**src/rtl/pwm_regs_pkg.sv**
```systemverilog
// Shared offsets, parameter limits and byte helpers for the PWM register block.
package pwm_regs_pkg;

    localparam int unsigned NUM_CH_MIN   = 1;
    localparam int unsigned NUM_CH_MAX   = 4;
    localparam int unsigned CNT_W_NARROW = 8;
    localparam int unsigned CNT_W_WIDE   = 16;
    localparam int unsigned BYTE_W       = 8;

    localparam logic [3:0] OFF_PER_LO = 4'h0;
    localparam logic [3:0] OFF_PER_HI = 4'h1;
    localparam logic [3:0] OFF_EN     = 4'h2;
    localparam logic [3:0] OFF_C1_LO  = 4'h3;
    localparam logic [3:0] OFF_C1_HI  = 4'h4;
    localparam logic [3:0] OFF_C2_LO  = 4'h5;
    localparam logic [3:0] OFF_C2_HI  = 4'h6;
    localparam logic [3:0] OFF_CNT_RST = 4'h7;
    localparam logic [3:0] OFF_CNT_LO = 4'h8;
    localparam logic [3:0] OFF_CNT_HI = 4'h9;
    localparam logic [3:0] OFF_PRESC  = 4'hA;
    localparam logic [3:0] OFF_UPD    = 4'hB;
    localparam logic [3:0] OFF_PWM_EN = 4'hC;
    localparam logic [3:0] OFF_FUNC   = 4'hD;
    localparam logic [3:0] OFF_STATUS = 4'hE;
    localparam logic [3:0] OFF_COMMIT = 4'hF;

    // Values are widened to 16 bits so narrow counters simply lose the hi byte.
    function automatic logic [15:0] put_byte(input logic [15:0] v, input logic hi,
                                             input logic [7:0] b);
        logic [15:0] r;
        r = v;
        if (hi) r[15:8] = b;
        else    r[7:0]  = b;
        return r;
    endfunction

    function automatic logic [7:0] hi_byte(input logic [15:0] v);
        return v[15:8];
    endfunction

endpackage

```
**src/rtl/pwm_ch_regs.sv**
```systemverilog
// One PWM channel's register set: shadow/active copies, commit, count_reset pulse,
// counter snapshot and sticky period status.
module pwm_ch_regs
    import pwm_regs_pkg::*;
#(
    parameter int unsigned CNT_W = 16
) (
    input  logic              clk,
    input  logic              rst_n,
    input  logic              rd_i,
    input  logic              wr_i,
    input  logic [3:0]        off_i,
    input  logic [BYTE_W-1:0] wdata_i,
    input  logic [CNT_W-1:0]  cnt_i,
    input  logic              period_done_i,
    output logic [BYTE_W-1:0] rdata_c,
    output logic [CNT_W-1:0]  period_o,
    output logic [CNT_W-1:0]  cmp1_o,
    output logic [CNT_W-1:0]  cmp2_o,
    output logic              en_o,
    output logic              count_reset_o,
    output logic              upnotdown_o,
    output logic              pwm_en_o,
    output logic [BYTE_W-1:0] prescale_o,
    output logic [BYTE_W-1:0] functions_o
);

    logic [CNT_W-1:0]  per_sh_q, per_sh_d, per_act_q, per_act_d;
    logic [CNT_W-1:0]  c1_sh_q, c1_sh_d, c1_act_q, c1_act_d;
    logic [CNT_W-1:0]  c2_sh_q, c2_sh_d, c2_act_q, c2_act_d;
    logic [BYTE_W-1:0] fn_sh_q, fn_sh_d, fn_act_q, fn_act_d;
    logic [BYTE_W-1:0] presc_q, presc_d, snap_q, snap_d;
    logic              en_q, en_d, upd_q, upd_d, pwm_q, pwm_d;
    logic              cr_q, cr_d, cr_hold_q, cr_hold_d;
    logic              status_q, status_d, pend_q, pend_d;
    logic              xfer_c;

    // Next-state: transfer uses pre-write shadows, writes land afterwards.
    always_comb begin
        per_sh_d  = per_sh_q;  per_act_d = per_act_q;
        c1_sh_d   = c1_sh_q;   c1_act_d  = c1_act_q;
        c2_sh_d   = c2_sh_q;   c2_act_d  = c2_act_q;
        fn_sh_d   = fn_sh_q;   fn_act_d  = fn_act_q;
        presc_d   = presc_q;   snap_d    = snap_q;
        en_d      = en_q;      upd_d     = upd_q;     pwm_d = pwm_q;
        cr_d      = cr_q;      cr_hold_d = cr_hold_q;
        status_d  = status_q;  pend_d    = pend_q;

        xfer_c = pend_q && (period_done_i || !en_q);
        if (xfer_c) begin
            per_act_d = per_sh_q;
            c1_act_d  = c1_sh_q;
            c2_act_d  = c2_sh_q;
            fn_act_d  = fn_sh_q;
            pend_d    = 1'b0;
        end

        // count_reset holds for a second cycle, then drops
        if (cr_hold_q) cr_hold_d = 1'b0;
        else           cr_d      = 1'b0;

        if (rd_i && off_i == OFF_CNT_LO) snap_d = hi_byte(16'(cnt_i));

        if (wr_i) begin
            case (off_i)
                OFF_PER_LO, OFF_PER_HI:
                    per_sh_d = CNT_W'(put_byte(16'(per_sh_q), off_i == OFF_PER_HI, wdata_i));
                OFF_C1_LO, OFF_C1_HI:
                    c1_sh_d = CNT_W'(put_byte(16'(c1_sh_q), off_i == OFF_C1_HI, wdata_i));
                OFF_C2_LO, OFF_C2_HI:
                    c2_sh_d = CNT_W'(put_byte(16'(c2_sh_q), off_i == OFF_C2_HI, wdata_i));
                OFF_EN:      en_d    = wdata_i[0];
                OFF_CNT_RST: begin
                    cr_d      = wdata_i[0];
                    cr_hold_d = wdata_i[0];
                end
                OFF_PRESC:   presc_d = wdata_i;
                OFF_UPD:     upd_d   = wdata_i[0];
                OFF_PWM_EN:  pwm_d   = wdata_i[0];
                OFF_FUNC:    fn_sh_d = wdata_i;
                OFF_STATUS:  if (wdata_i[0]) status_d = 1'b0;
                OFF_COMMIT:  if (wdata_i[0]) pend_d   = 1'b1;
                default: ;
            endcase
        end

        if (period_done_i) status_d = 1'b1;
    end

    always_ff @(posedge clk or negedge rst_n) begin
        if (!rst_n) begin
            per_sh_q <= '0;  per_act_q <= '0;
            c1_sh_q  <= '0;  c1_act_q  <= '0;
            c2_sh_q  <= '0;  c2_act_q  <= '0;
            fn_sh_q  <= '0;  fn_act_q  <= '0;
            presc_q  <= '0;  snap_q    <= '0;
            en_q     <= 1'b0; upd_q    <= 1'b0; pwm_q <= 1'b0;
            cr_q     <= 1'b0; cr_hold_q <= 1'b0;
            status_q <= 1'b0; pend_q   <= 1'b0;
        end else begin
            per_sh_q <= per_sh_d; per_act_q <= per_act_d;
            c1_sh_q  <= c1_sh_d;  c1_act_q  <= c1_act_d;
            c2_sh_q  <= c2_sh_d;  c2_act_q  <= c2_act_d;
            fn_sh_q  <= fn_sh_d;  fn_act_q  <= fn_act_d;
            presc_q  <= presc_d;  snap_q    <= snap_d;
            en_q     <= en_d;     upd_q     <= upd_d;  pwm_q <= pwm_d;
            cr_q     <= cr_d;     cr_hold_q <= cr_hold_d;
            status_q <= status_d; pend_q    <= pend_d;
        end
    end

    // Read-back: shadows for shadowed fields, live counter lo, snapshot for hi
    always_comb begin
        rdata_c = '0;
        if (rd_i) begin
            case (off_i)
                OFF_PER_LO: rdata_c = 8'(per_sh_q);
                OFF_PER_HI: rdata_c = hi_byte(16'(per_sh_q));
                OFF_EN:     rdata_c = {7'b0, en_q};
                OFF_C1_LO:  rdata_c = 8'(c1_sh_q);
                OFF_C1_HI:  rdata_c = hi_byte(16'(c1_sh_q));
                OFF_C2_LO:  rdata_c = 8'(c2_sh_q);
                OFF_C2_HI:  rdata_c = hi_byte(16'(c2_sh_q));
                OFF_CNT_LO: rdata_c = 8'(cnt_i);
                OFF_CNT_HI: rdata_c = snap_q;
                OFF_PRESC:  rdata_c = presc_q;
                OFF_UPD:    rdata_c = {7'b0, upd_q};
                OFF_PWM_EN: rdata_c = {7'b0, pwm_q};
                OFF_FUNC:   rdata_c = fn_sh_q;
                OFF_STATUS: rdata_c = {7'b0, status_q};
                OFF_COMMIT: rdata_c = {7'b0, pend_q};
                default:    rdata_c = '0;
            endcase
        end
    end

    assign period_o      = per_act_q;
    assign cmp1_o        = c1_act_q;
    assign cmp2_o        = c2_act_q;
    assign functions_o   = fn_act_q;
    assign prescale_o    = presc_q;
    assign en_o          = en_q;
    assign upnotdown_o   = upd_q;
    assign pwm_en_o      = pwm_q;
    assign count_reset_o = cr_q;

endmodule

```
**src/rtl/pwm_regs_mc.sv**
```systemverilog
// Multi-channel PWM register file: channel decode and read mux over pwm_ch_regs.
module pwm_regs_mc
    import pwm_regs_pkg::*;
#(
    parameter int unsigned NUM_CH = 2,
    parameter int unsigned CNT_W  = 16
) (
    input  logic                      clk,
    input  logic                      rst_n,
    input  logic                      read,
    input  logic                      write,
    input  logic [5:0]                addr,
    input  logic [7:0]                data_write,
    output logic [7:0]                data_read,
    input  logic [NUM_CH*CNT_W-1:0]   counter_val,
    input  logic [NUM_CH-1:0]         period_done,
    output logic [NUM_CH*CNT_W-1:0]   period,
    output logic [NUM_CH*CNT_W-1:0]   compare1,
    output logic [NUM_CH*CNT_W-1:0]   compare2,
    output logic [NUM_CH-1:0]         en,
    output logic [NUM_CH-1:0]         count_reset,
    output logic [NUM_CH-1:0]         upnotdown,
    output logic [NUM_CH-1:0]         pwm_en,
    output logic [NUM_CH*8-1:0]       prescale,
    output logic [NUM_CH*8-1:0]       functions
);

    logic [BYTE_W-1:0] ch_rdata [NUM_CH];

    if (NUM_CH < NUM_CH_MIN || NUM_CH > NUM_CH_MAX ||
        (CNT_W != CNT_W_NARROW && CNT_W != CNT_W_WIDE)) begin : g_bad_param
        $error("pwm_regs_mc: illegal NUM_CH or CNT_W");
    end

    // Channels above NUM_CH have no instance, so they read 0 and ignore writes
    for (genvar c = 0; c < NUM_CH; c++) begin : g_ch
        logic hit;
        assign hit = (addr[5:4] == 2'(c));

        pwm_ch_regs #(.CNT_W(CNT_W)) u_ch (
            .clk           (clk),
            .rst_n         (rst_n),
            .rd_i          (read && hit),
            .wr_i          (write && hit),
            .off_i         (addr[3:0]),
            .wdata_i       (data_write),
            .cnt_i         (counter_val[c*CNT_W +: CNT_W]),
            .period_done_i (period_done[c]),
            .rdata_c       (ch_rdata[c]),
            .period_o      (period[c*CNT_W +: CNT_W]),
            .cmp1_o        (compare1[c*CNT_W +: CNT_W]),
            .cmp2_o        (compare2[c*CNT_W +: CNT_W]),
            .en_o          (en[c]),
            .count_reset_o (count_reset[c]),
            .upnotdown_o   (upnotdown[c]),
            .pwm_en_o      (pwm_en[c]),
            .prescale_o    (prescale[c*8 +: 8]),
            .functions_o   (functions[c*8 +: 8])
        );
    end

    always_comb begin
        data_read = '0;
        for (int c = 0; c < NUM_CH; c++) data_read |= ch_rdata[c];
    end

endmodule

```
**config.mk**
```make
export PLATFORM = sky130hd
export DESIGN_NAME = pwm_regs_mc
export DESIGN_NICKNAME = d
export VERILOG_FILES = /design/src/rtl/pwm_regs_pkg.sv /design/src/rtl/pwm_ch_regs.sv /design/src/rtl/pwm_regs_mc.sv
export SDC_FILE = /design/constraint.sdc
export NUM_CORES = 1
export LEC_CHECK = 0
export ABC_AREA = 1
export CORE_MARGIN = 2
export CORE_UTILIZATION = 50
export CTS_CLUSTER_DIAMETER = 200
export DETAILED_ROUTE_END_ITERATION = 12
export GPL_TIMING_DRIVEN = 0
export PLACE_DENSITY = 0.76
export SYNTH_ARGS = -nofsm -noshare
export SYNTH_HDL_FRONTEND = slang
export SYNTH_SLANG_ARGS = --single-unit
```
**constraint.sdc**
```tcl
create_clock -name clk -period 1.8 [get_ports clk]
set_input_delay 0.27 -clock clk [delete_from_list [all_inputs] [get_ports clk]]
set_output_delay 0.27 -clock clk [all_outputs]
set_load 0.01 [all_outputs]
```
==> impl_metrics.tcl, run 1 <==
set metrics [dict create \
    outcome "finished, violations left" \
    violations "setup timing" \
    fmax_mhz 503.9 \
    drt_iter0_drc 1402 \
    critPathSlowestCell "nor2_1" \
    ios 196 \
    synth-simple-area-share_pct 17.08 \
    cap_violations 0 \
    async_reset_ff_share_pct 100.0 \
    antenna_found_initial 2 \
    place_inst 1700 \
    synth_fp_nets 1270 \
    timing.final.crit_share_pct 110.3 \
    synthTopCellsByCount "nand2_1, dfrtp_1, o21ai_0" \
    grtUsageTotal_pct 30.78 \
    num_vias 10590 \
    switching_share_pct 26.30 \
    cts_root_buf "clkbuf_16" \
    synth_seq_cells 270 \
    drt_wl_total_mm 38.68 \
    synth_ff_type "dfrtp_1" \
    pre_cts_slack_ps -1544 \
    end_kind "output port" \
    port_buffers 195 \
    crit_fanout 6 \
    final_cells 1865 \
    cp-start-kind "primary input" \
    nets 1609 \
    relSlewSlack_pct 40.43 \
    grt_pass1_vias 9812 \
    drtPass1Iterations 6 \
    maxSlewViolCount 0 \
    crit_arrival_ps 1710 \
    synthAdderAreaFrac_pct 0 \
    cts_buffers 28 \
    start_util_pct 50.64 \
    clock_path_buffers 3 \
    hp-class "primary input to async pin" \
    static-leakage-power_nw 7.849 \
    routedWlPerCell_um 20.74 \
    core-area_um2 22570 \
    yosysMostFrequentCell "nand2_1" \
    drc 0 \
    pwr-share-seq_pct 46.5 \
    numClockSinks 270 \
    synth_compound_area_share_pct 10.15 \
    hpwl_mm 26.53 \
    syn_inst 1218 \
    yosys.cell_types.count 19 \
    worst_pin_slew_ps 893.6 \
    htree_levels 1 \
    worstSkewPairLatency_ps 550 \
    required_ps 1530 \
    setup_violations 8 \
    synth_mux_area_share_pct 8.374 \
    synth_top_cell_by_area "dfrtp_1" \
    cts_tree "built" \
    power_density_nw_per_um2 941.4 \
    yosysTopAreaCellShare_pct 59.11 \
    grt_setup_unrepaired "true" \
    grt_max_degree 120 \
    ys_top_cells_by_area "dfrtp_1, nand2_1, o21ai_0" \
    syn_avg_cell_area_um2 9.384 \
    period_needed_ps 1985 \
    drive_above_1_share_pct 25.68 \
    ys_warn_count 0 \
    grt_pass1_wl_mm 56.35 \
    ys_seq_area_share_pct 59.11 \
    peakVddDrop_mv 0.7966 \
    synth_top_family_by_area "simple AND/OR/NAND/NOR gates" \
    path_buf_inv 4 \
    p_int_w 0.01112 \
    ant_nets 0 \
    fp-row-count 55 \
    clkTransAtPathRegs_ps 60 \
    vias_per_cell 5.676 \
    die_w_um 155.2 \
    switchingPower_w 0.003968 \
    worst-setup-path-type "primary input to output port" \
    grt_remaining_overflow 0 \
    clkPwrFrac_pct 38.5 \
    syn_area_um2 11430 \
    report.final.hold_viol_count 0 \
    crit_chain "buf_4 -> inv_2 -> nand2_2 -> nor2_4 -> buf_4 -> nand2_1 -> o21ai_1 -> nor2_1 -> nand3_1 -> nand2_1 -> nand2_2 -> buf_6" \
    cp_top_family "simple AND/OR/NAND/NOR gates" \
    dieArea_um2 24090 \
    synth_edf_count 0 \
    die_y_um 155.2 \
    routabilityCongestion 0.9609 \
    yosys.area_share.xor_xnor_pct 0 \
    cpPeakStageDelay_ps 220 \
    fin_ws_ps -184.7 \
    power_frac_comb_pct 15.0 \
    syn_to_final_growth_pct 40.24 \
    finClkSkew_ps 7.422 \
]
-- power by group through the flow --
stage / Sequential (W) / Combinational, W / Clock [W]
2_1_floorplan: 0.00705 / 0.000709 / 0
3_3_place_gp: 0.00716 / 0.00158 / 0
3_5_place_dp: 0.00717 / 0.00163 / 0
4_1_cts: 0.00703 / 0.00191 / 0.00581
5_1_grt: 0.00706 / 0.00242 / 0.00607
6_report: 0.00702 / 0.00226 / 0.00581
-- registers in the layout, indices dropped and copies added (netlist names) --
name                     cells
g_ch.u_ch.c2_sh_q           32
g_ch.u_ch.snap_q            16
g_ch.u_ch.functions_o       16
g_ch.u_ch.per_sh_q          32
g_ch.u_ch.prescale_o        16
g_ch.u_ch.period_o          32
g_ch.u_ch.en_o               2
g_ch.u_ch.upnotdown_o        2
g_ch.u_ch.pwm_en_o           2
g_ch.u_ch.cmp1_o            32
g_ch.u_ch.fn_sh_q           16
g_ch.u_ch.status_q           2
g_ch.u_ch.c1_sh_q           32
g_ch.u_ch.pend_q             2
g_ch.u_ch.count_reset_o      2
g_ch.u_ch.cr_hold_q          2
g_ch.u_ch.cmp2_o            32
-- cells by family after synthesis --
| family | Yosys count |
|---|---|
| mux | 85 |
| flops | 270 |
| compound gates | 228 |
| simple gates | 492 |
| buf+inv | 143 |
-- per-layer routing --
metal | track usage (%) | vias to the layer above | part of all wire (%)
met4 | 12.32 | 0 | 4.6
met1 | 43.12 | 5109 | 40
met3 | 6.407 | 128 | 11
met5 | 0 | - | 0
li1 | - | 4635 | -
met2 | 47.49 | 714 | 44
-- area by class of cell --
type | count | area (um^2)
Antenna cell | 3 | 7.507
Buffer | 58 | 337.8
Clock buffer | 44 | 832.0
Clock inverter | 6 | 82.58
Fill cell | 1619 | 6543
Inverter | 85 | 326.6
Multi-Input combinational cell | 805 | 4431
Sequential cell | 270 | 6765
Tap cell | 285 | 356.6
Timing Repair Buffer | 309 | 2890
-- final timing paths --
check                                          start                        end  slack [ps]  cells after the start
setup / recovery                             addr[0]               data_read[5]        -180                     12
hold / removal                                 rst_n     g_ch[1].u_ch.cmp1_o[4]         220                      2
setup reg to reg                   g_ch[1].u_ch.en_o     g_ch[1].u_ch.cmp2_o[0]          80                      5
hold reg to reg            g_ch[1].u_ch.per_sh_q[15]  g_ch[1].u_ch.per_sh_q[15]         490                      2
max in group asynchronous                      rst_n   g_ch[0].u_ch.per_sh_q[0]         630                      3
min in group clk                             addr[0]      g_ch[1].u_ch.status_q         270                      5
-- stage by stage --
stage / TNS [ps] / total power (W) / utilization [%] / cell area [um^2] / hold slack [ps]
floorplan: 0 / 0.007755 / - / 11430 / -25.59
global placement: -3015480 / 0.008745 / 60.86 / 13740 / 464.9
detailed placement: -118950 / 0.008807 / 61.13 / 13800 / 205.9
CTS: -894.3 / 0.01475 / 68.33 / 15420 / 235.5
global route: -1472 / 0.01555 / 70.98 / 16020 / 263.4
finish: -1178 / 0.01509 / 71.01 / 16030 / 215.3
-- placed cells by master, fill, tap and decap left out, types with 2 or more instances in the layout --
master             n
diode_2            3
buf_12             4
clkdlybuf4s50_1  156
clkbuf_16         29
inv_1             59
bufinv_16          2
buf_6             15
nor2_4            15
buf_16             2
mux2_2            85
a21oi_1            6
nand2_2           29
dlymetal6s2s_1     7
nand3_2            7
nor2_2            15
inv_2             24
buf_2             14
a31o_2             2
nor3_4             4
dfrtp_1          263
o21ai_2            9
clkinv_2           3
a31oi_1            6
o21ai_0          190
clkbuf_8           6
buf_4            117
o21ai_1           12
dlygate4sd2_1     19
nand2_1          354
nand2_4            6
o22ai_2            2
nand3_1           34
dfrtp_2            7
nor2_1            27
clkbuf_4           2
clkbuf_1          37
-- what timing repair did --
item | CTS | global route
resized for setup | 202 | 62
buffers inserted | 56 | 55
endpoints found under the setup margin | 131 | 21
hold buffers | 1 | 0
pin swaps | 44 | 54
hold endpoints to repair | 49 | 0
Note: power is estimated with default switching activity, not from simulation.
==> run 2: changes to the inputs <==
==> constraint.sdc (replaced) <==
create_clock -name clk -period 1.8 [get_ports clk]
set_input_delay 0.18 -clock clk [delete_from_list [all_inputs] [get_ports clk]]
set_output_delay 0.18 -clock clk [all_outputs]
set_load 0.01 [all_outputs]
==> run 2 against run 1 <==
Against the previous run: the run still ends with setup timing left; sequential power about the same; utilization down 0.68 points; cell count down 1.0%; fmax up 3.7%; first-iteration DRC count down 7.6%; die area unchanged; routed wire length down 1.1%.
==> impl_metrics.tcl, run 2 (synthesis results as in run 1) <==
set metrics [dict create \
    fill_cells 1660 \
    dieArea_um2 24090 \
    path_buf_inv 1 \
    antenna_found_initial 1 \
    grt_setup_unrepaired "true" \
    fin_ws_ps -113.9 \
    fmax_mhz 522.5 \
    ios 196 \
    hpwl_mm 26.53 \
    routedWlPerCell_um 20.72 \
    violations "setup timing" \
    power_density_nw_per_um2 947.3 \
    peakVddDrop_mv 0.7868 \
    setup_violations 8 \
    crit_chain "nand2_1 -> o21ai_2 -> nor2_2 -> nand3_1 -> nand2_1 -> nand2_2 -> buf_2" \
    hp-class "primary input to async pin" \
    end_kind "output port" \
    postLayoutCellArea_um2 15880 \
    worst-setup-path-type "flip-flop to output port" \
    fp-row-count 55 \
    drive_above_1_share_pct 24.42 \
    htree_levels 1 \
    drtPass1Iterations 5 \
    numClockSinks 270 \
    timing.final.crit_share_pct 106.3 \
    maxSlewViolCount 0 \
    grtUsageTotal_pct 30.68 \
    layout_commonest_cell "nand2_1" \
    static-leakage-power_nw 7.648 \
    die_w_um 155.2 \
    grt_pass1_wl_mm 56.09 \
    clock_path_buffers 3 \
    grt_pass1_vias 9797 \
    port_buffers 195 \
    core-area_um2 22570 \
    critPathSlowestCell "dfrtp_1" \
    cts_tree "built" \
    final_cells 1846 \
    clkTransAtPathRegs_ps 60 \
    drt_iter0_drc 1296 \
    crit_fanout 3 \
    worst_pin_slew_ps 926.0 \
    finClkSkew_ps 9.283 \
    num_vias 10430 \
    report.final.hold_viol_count 0 \
    drt_wl_total_mm 38.26 \
    die_y_um 155.2 \
    cpPeakStageDelay_ps 400 \
    syn_to_final_growth_pct 38.91 \
    path_common_cell "nand2_1" \
    drc 0 \
    cp-start-kind "flip-flop" \
    nets 1592 \
    hold_ws_ps 128.6 \
    grt_max_degree 120 \
    place_inst 1700 \
    worstSkewPairLatency_ps 550 \
    cap_violations 0 \
    vias_per_cell 5.647 \
    crit_arrival_ps 1730 \
    grt_remaining_overflow 0 \
    outcome "finished, violations left" \
    mostFrequentLayoutCells "nand2_1, dfrtp_1, o21ai_0" \
    cts_root_buf "clkbuf_16" \
    required_ps 1620 \
    routabilityCongestion 0.9609 \
    placed_cell_area_um2 13800 \
    start_util_pct 50.64 \
    relSlewSlack_pct 38.27 \
    cp_top_family "simple AND/OR/NAND/NOR gates" \
    cts_buffers 28 \
    period_needed_ps 1914 \
    ant_nets 0 \
]
-- run 2: changes by cell type in the layout (fill, tap and decap cells not counted), sizes merged --
cell	before	now
clkdlybuf4s50	156	174
clkbuf	75	74
diode	3	1
buf	153	139
dlymetal6s2s	7	5
dlygate4sd2	19	1
-- run 2: final timing paths --
check | from | to | slack (ps) | depth (start not counted)
worst max-delay path | g_ch[0].u_ch.fn_sh_q[6] | data_read[6] | -110 | 7
max in group asynchronous | rst_n | g_ch[0].u_ch.per_sh_q[0] | 690 | 3
worst min-delay path | rst_n | g_ch[1].u_ch.cmp1_o[4] | 130 | 2
worst max register to register | g_ch[1].u_ch.en_o | g_ch[1].u_ch.cmp1_o[15] | 80 | 5
worst min register to register | g_ch[0].u_ch.per_sh_q[1] | g_ch[0].u_ch.per_sh_q[1] | 490 | 2
min in group clk | addr[0] | g_ch[1].u_ch.status_q | 210 | 5
-- run 2: metal layers --
metal	global-route usage [%]	part of all wire (%)	vias to the layer above
li1	-	-	4601
met1	42.48	40	5016
met2	47.45	45	696
met3	7.075	11	112
met4	12.15	4.3	0
met5	0	0	-
-- run 2: per-stage QoR --
stage	setup TNS (ps)	worst slack [ps]	total power (W)	util, %
2_1_floorplan	0	310.4	0.007755	-
3_3_place_gp	-2967960	-10690	0.008745	60.86
3_5_place_dp	-95700	-1364	0.008807	61.13
4_1_cts	-358.9	-102.7	0.01476	68.30
5_1_grt	-823.3	-214.4	0.01552	70.33
6_report	-516.4	-113.9	0.01504	70.34
-- run 2: repair_timing --
action | in CTS | in global routing
gates cloned | 0 | 0
hold buffers | 1 | 0
pin swaps | 37 | 44
buffers inserted | 49 | 45
resized for setup | 170 | 58
endpoints found under the hold margin | 49 | 0
endpoints found under the setup margin | 71 | 58
-- run 2: cell type report --
cell class / instances / area (um^2) / area share (%)
Multi-Input combinational cell: 805 / 4399 / 27.71
Antenna cell: 1 / 2.502 / 0.01576
Buffer: 58 / 337.8 / 2.128
Clock inverter: 6 / 82.58 / 0.5201
Clock buffer: 44 / 832.0 / 5.241
Inverter: 85 / 326.6 / 2.057
Tap cell: 285 / 356.6 / 2.246
Timing Repair Buffer: 292 / 2774 / 17.47
Sequential cell: 270 / 6765 / 42.61
-- run 2: where the power goes --
part / switching, W / internal, W / total [W]
Sequential: 0.000413 / 0.00662 / 0.00703
Combinational: 0.00116 / 0.00104 / 0.00221
Clock: 0.00237 / 0.00344 / 0.00580
-- run 2: worst reg2reg max path: stages (launching register included) --
cell and delay, ps:
dfrtp_1 400, buf_4 140, nand2_1 50, nand2_1 300, buf_2 350, mux2_2 380
==> run 3: changes to the inputs <==
--- a/config.mk
+++ b/config.mk
@@ -7,11 +7,11 @@
 export LEC_CHECK = 0
 export ABC_AREA = 1
 export CORE_MARGIN = 2
-export CORE_UTILIZATION = 50
+export CORE_UTILIZATION = 53
 export CTS_CLUSTER_DIAMETER = 200
 export DETAILED_ROUTE_END_ITERATION = 12
 export GPL_TIMING_DRIVEN = 0
-export PLACE_DENSITY = 0.76
+export PLACE_DENSITY = 0.8
 export SYNTH_ARGS = -nofsm -noshare
 export SYNTH_HDL_FRONTEND = slang
 export SYNTH_SLANG_ARGS = --single-unit
==> run 3 against run 2 <==
Against the previous run: worst hold slack gained 37 ps; register-to-register slack is essentially flat; highest routed layer unchanged; total power is essentially flat; sequential share of layout area shrank 0.22 points; clock power shrank 1%; critical path depth is the same; the run still ends with setup timing left.
==> impl_metrics.tcl, run 3 (synthesis results as in run 1) <==
set metrics [dict create \
    num_vias 10680 \
    finClkSkew_ps 13.16 \
    ant_nets 0 \
    setup_violations 7 \
    nets 1604 \
    cpPeakStageDelay_ps 400 \
    die_y_um 150.9 \
    cts_tree "built" \
    grt_pass1_vias 9973 \
    antenna_found_initial 0 \
    grt_setup_unrepaired "true" \
    worst_pin_slew_ps 893.2 \
    grtUsageTotal_pct 33.28 \
    static-leakage-power_nw 7.664 \
    hpwl_mm 26.72 \
    fp-row-count 53 \
    violations "setup timing" \
    period_needed_ps 1892 \
    fill_cells 1401 \
    htree_levels 1 \
    clock_path_buffers 3 \
    vias_per_cell 5.785 \
    placed_cell_area_um2 13790 \
    worst-setup-path-type "flip-flop to output port" \
    crit_fanout 2 \
    mostFrequentLayoutCells "nand2_1, dfrtp_1, o21ai_0" \
    routedWlPerCell_um 21.10 \
    syn_to_final_growth_pct 39.62 \
    fmax_mhz 528.7 \
    drive_above_1_share_pct 25.59 \
    grt_pass1_wl_mm 56.51 \
    port_buffers 195 \
    path_buf_inv 2 \
    cts_buffers 27 \
    drt_wl_total_mm 38.95 \
    clkTransAtPathRegs_ps 60 \
    timing.final.crit_share_pct 105.1 \
    power_density_nw_per_um2 942.7 \
    grt_remaining_overflow 0 \
    critPathSlowestCell "dfrtp_1" \
    regArea_um2 6765 \
    core-area_um2 21090 \
    worstSkewPairLatency_ps 540 \
    fin_ws_ps -91.56 \
    relSlewSlack_pct 40.45 \
    die_w_um 150.9 \
    place_inst 1690 \
    outcome "finished, violations left" \
    numClockSinks 270 \
    maxSlewViolCount 0 \
    drt_iter0_drc 1294 \
    cp_top_family "simple AND/OR/NAND/NOR gates" \
    cp-start-kind "flip-flop" \
    crit_chain "inv_2 -> o21ai_0 -> nor2_2 -> nand3_1 -> nand2_1 -> nand2_2 -> buf_6" \
    ios 196 \
    drc 0 \
    start_util_pct 54.20 \
    cap_violations 0 \
    postLayoutCellArea_um2 15960 \
    multi_input_area_um2 4388 \
    n_antenna_cell 0 \
    hp-class "primary input to async pin" \
    end_kind "output port" \
    fin_tns_setup_ps -333.1 \
    dieArea_um2 22760 \
    crit_arrival_ps 1710 \
    required_ps 1620 \
    final_cells 1846 \
    grt_max_degree 110 \
    peakVddDrop_mv 0.7369 \
    report.final.hold_viol_count 0 \
    layout_commonest_cell "nand2_1" \
    routabilityCongestion 0.9791 \
    cts_root_buf "clkbuf_16" \
    drtPass1Iterations 8 \
]
## run 3: final timing paths
check / to / startpoint / cells past startpoint / slack [ps]
max: data_read[5] / g_ch[1].u_ch.per_sh_q[13] / 7 / -90
min: g_ch[1].u_ch.cmp2_o[4] / rst_n / 2 / 170
max reg2reg: g_ch[1].u_ch.period_o[11] / g_ch[1].u_ch.en_o / 5 / 70
min reg2reg: g_ch[0].u_ch.per_sh_q[13] / g_ch[0].u_ch.per_sh_q[13] / 2 / 490
max in group asynchronous: g_ch[0].u_ch.c2_sh_q[2] / rst_n / 3 / 700
min in group clk: g_ch[1].u_ch.status_q / period_done[1] / 3 / 250
## run 3: where the power goes
part / switching (W) / internal, W
clock network: 0.00238 / 0.00336
registers: 0.000418 / 0.00662
logic: 0.00118 / 0.00109
## run 3: final cells by class
| type | count | area share [%] |
|---|---|---|
| repair buffers | 306 | 18.28 |
| plain buffers | 57 | 2.023 |
| well taps | 275 | 2.156 |
| multi-input cells | 805 | 27.50 |
| clock inverters | 11 | 0.9017 |
| flip-flops and latches | 270 | 42.39 |
| inverters | 85 | 2.031 |
| clock buffers | 37 | 4.720 |
## run 3: worst reg2reg max path: cells and delay by family (launching register included)
kind                   cells  cell delay, ps
flip-flops                 1             400
buffers and inverters      2             510
multiplexers               1             380
AND/OR/NAND/NOR            2             330
## run 3: routing by layer
| layer | global-route usage (%) | part of all wire [%] | vias to the layer above |
|---|---|---|---|
| met5 | 0 | 0 | - |
| li1 | - | - | 4614 |
| met2 | 51.80 | 46 | 740 |
| met1 | 46.63 | 38 | 5187 |
| met3 | 6.114 | 12 | 138 |
| met4 | 13.69 | 5.0 | 0 |
## run 3: stage by stage
stage	hold WS, ps	utilization, %	worst slack [ps]	total power [W]
floorplan	-115.6	-	310.4	0.007755
global placement	464.7	65.09	-10630	0.008749
detailed placement	133.4	65.37	-1365	0.008821
CTS	183.4	73.19	-73.39	0.01475
global route	204.0	75.67	-130.4	0.01550
finish	165.1	75.67	-91.56	0.01504
## run 3: what timing repair did
item,CTS,global route
hold buffers,1,0
gates cloned,1,1
endpoints found under the setup margin,110,33
endpoints found under the hold margin,54,0
pin swaps,43,48
gates resized for setup,167,61
buffers inserted,59,47
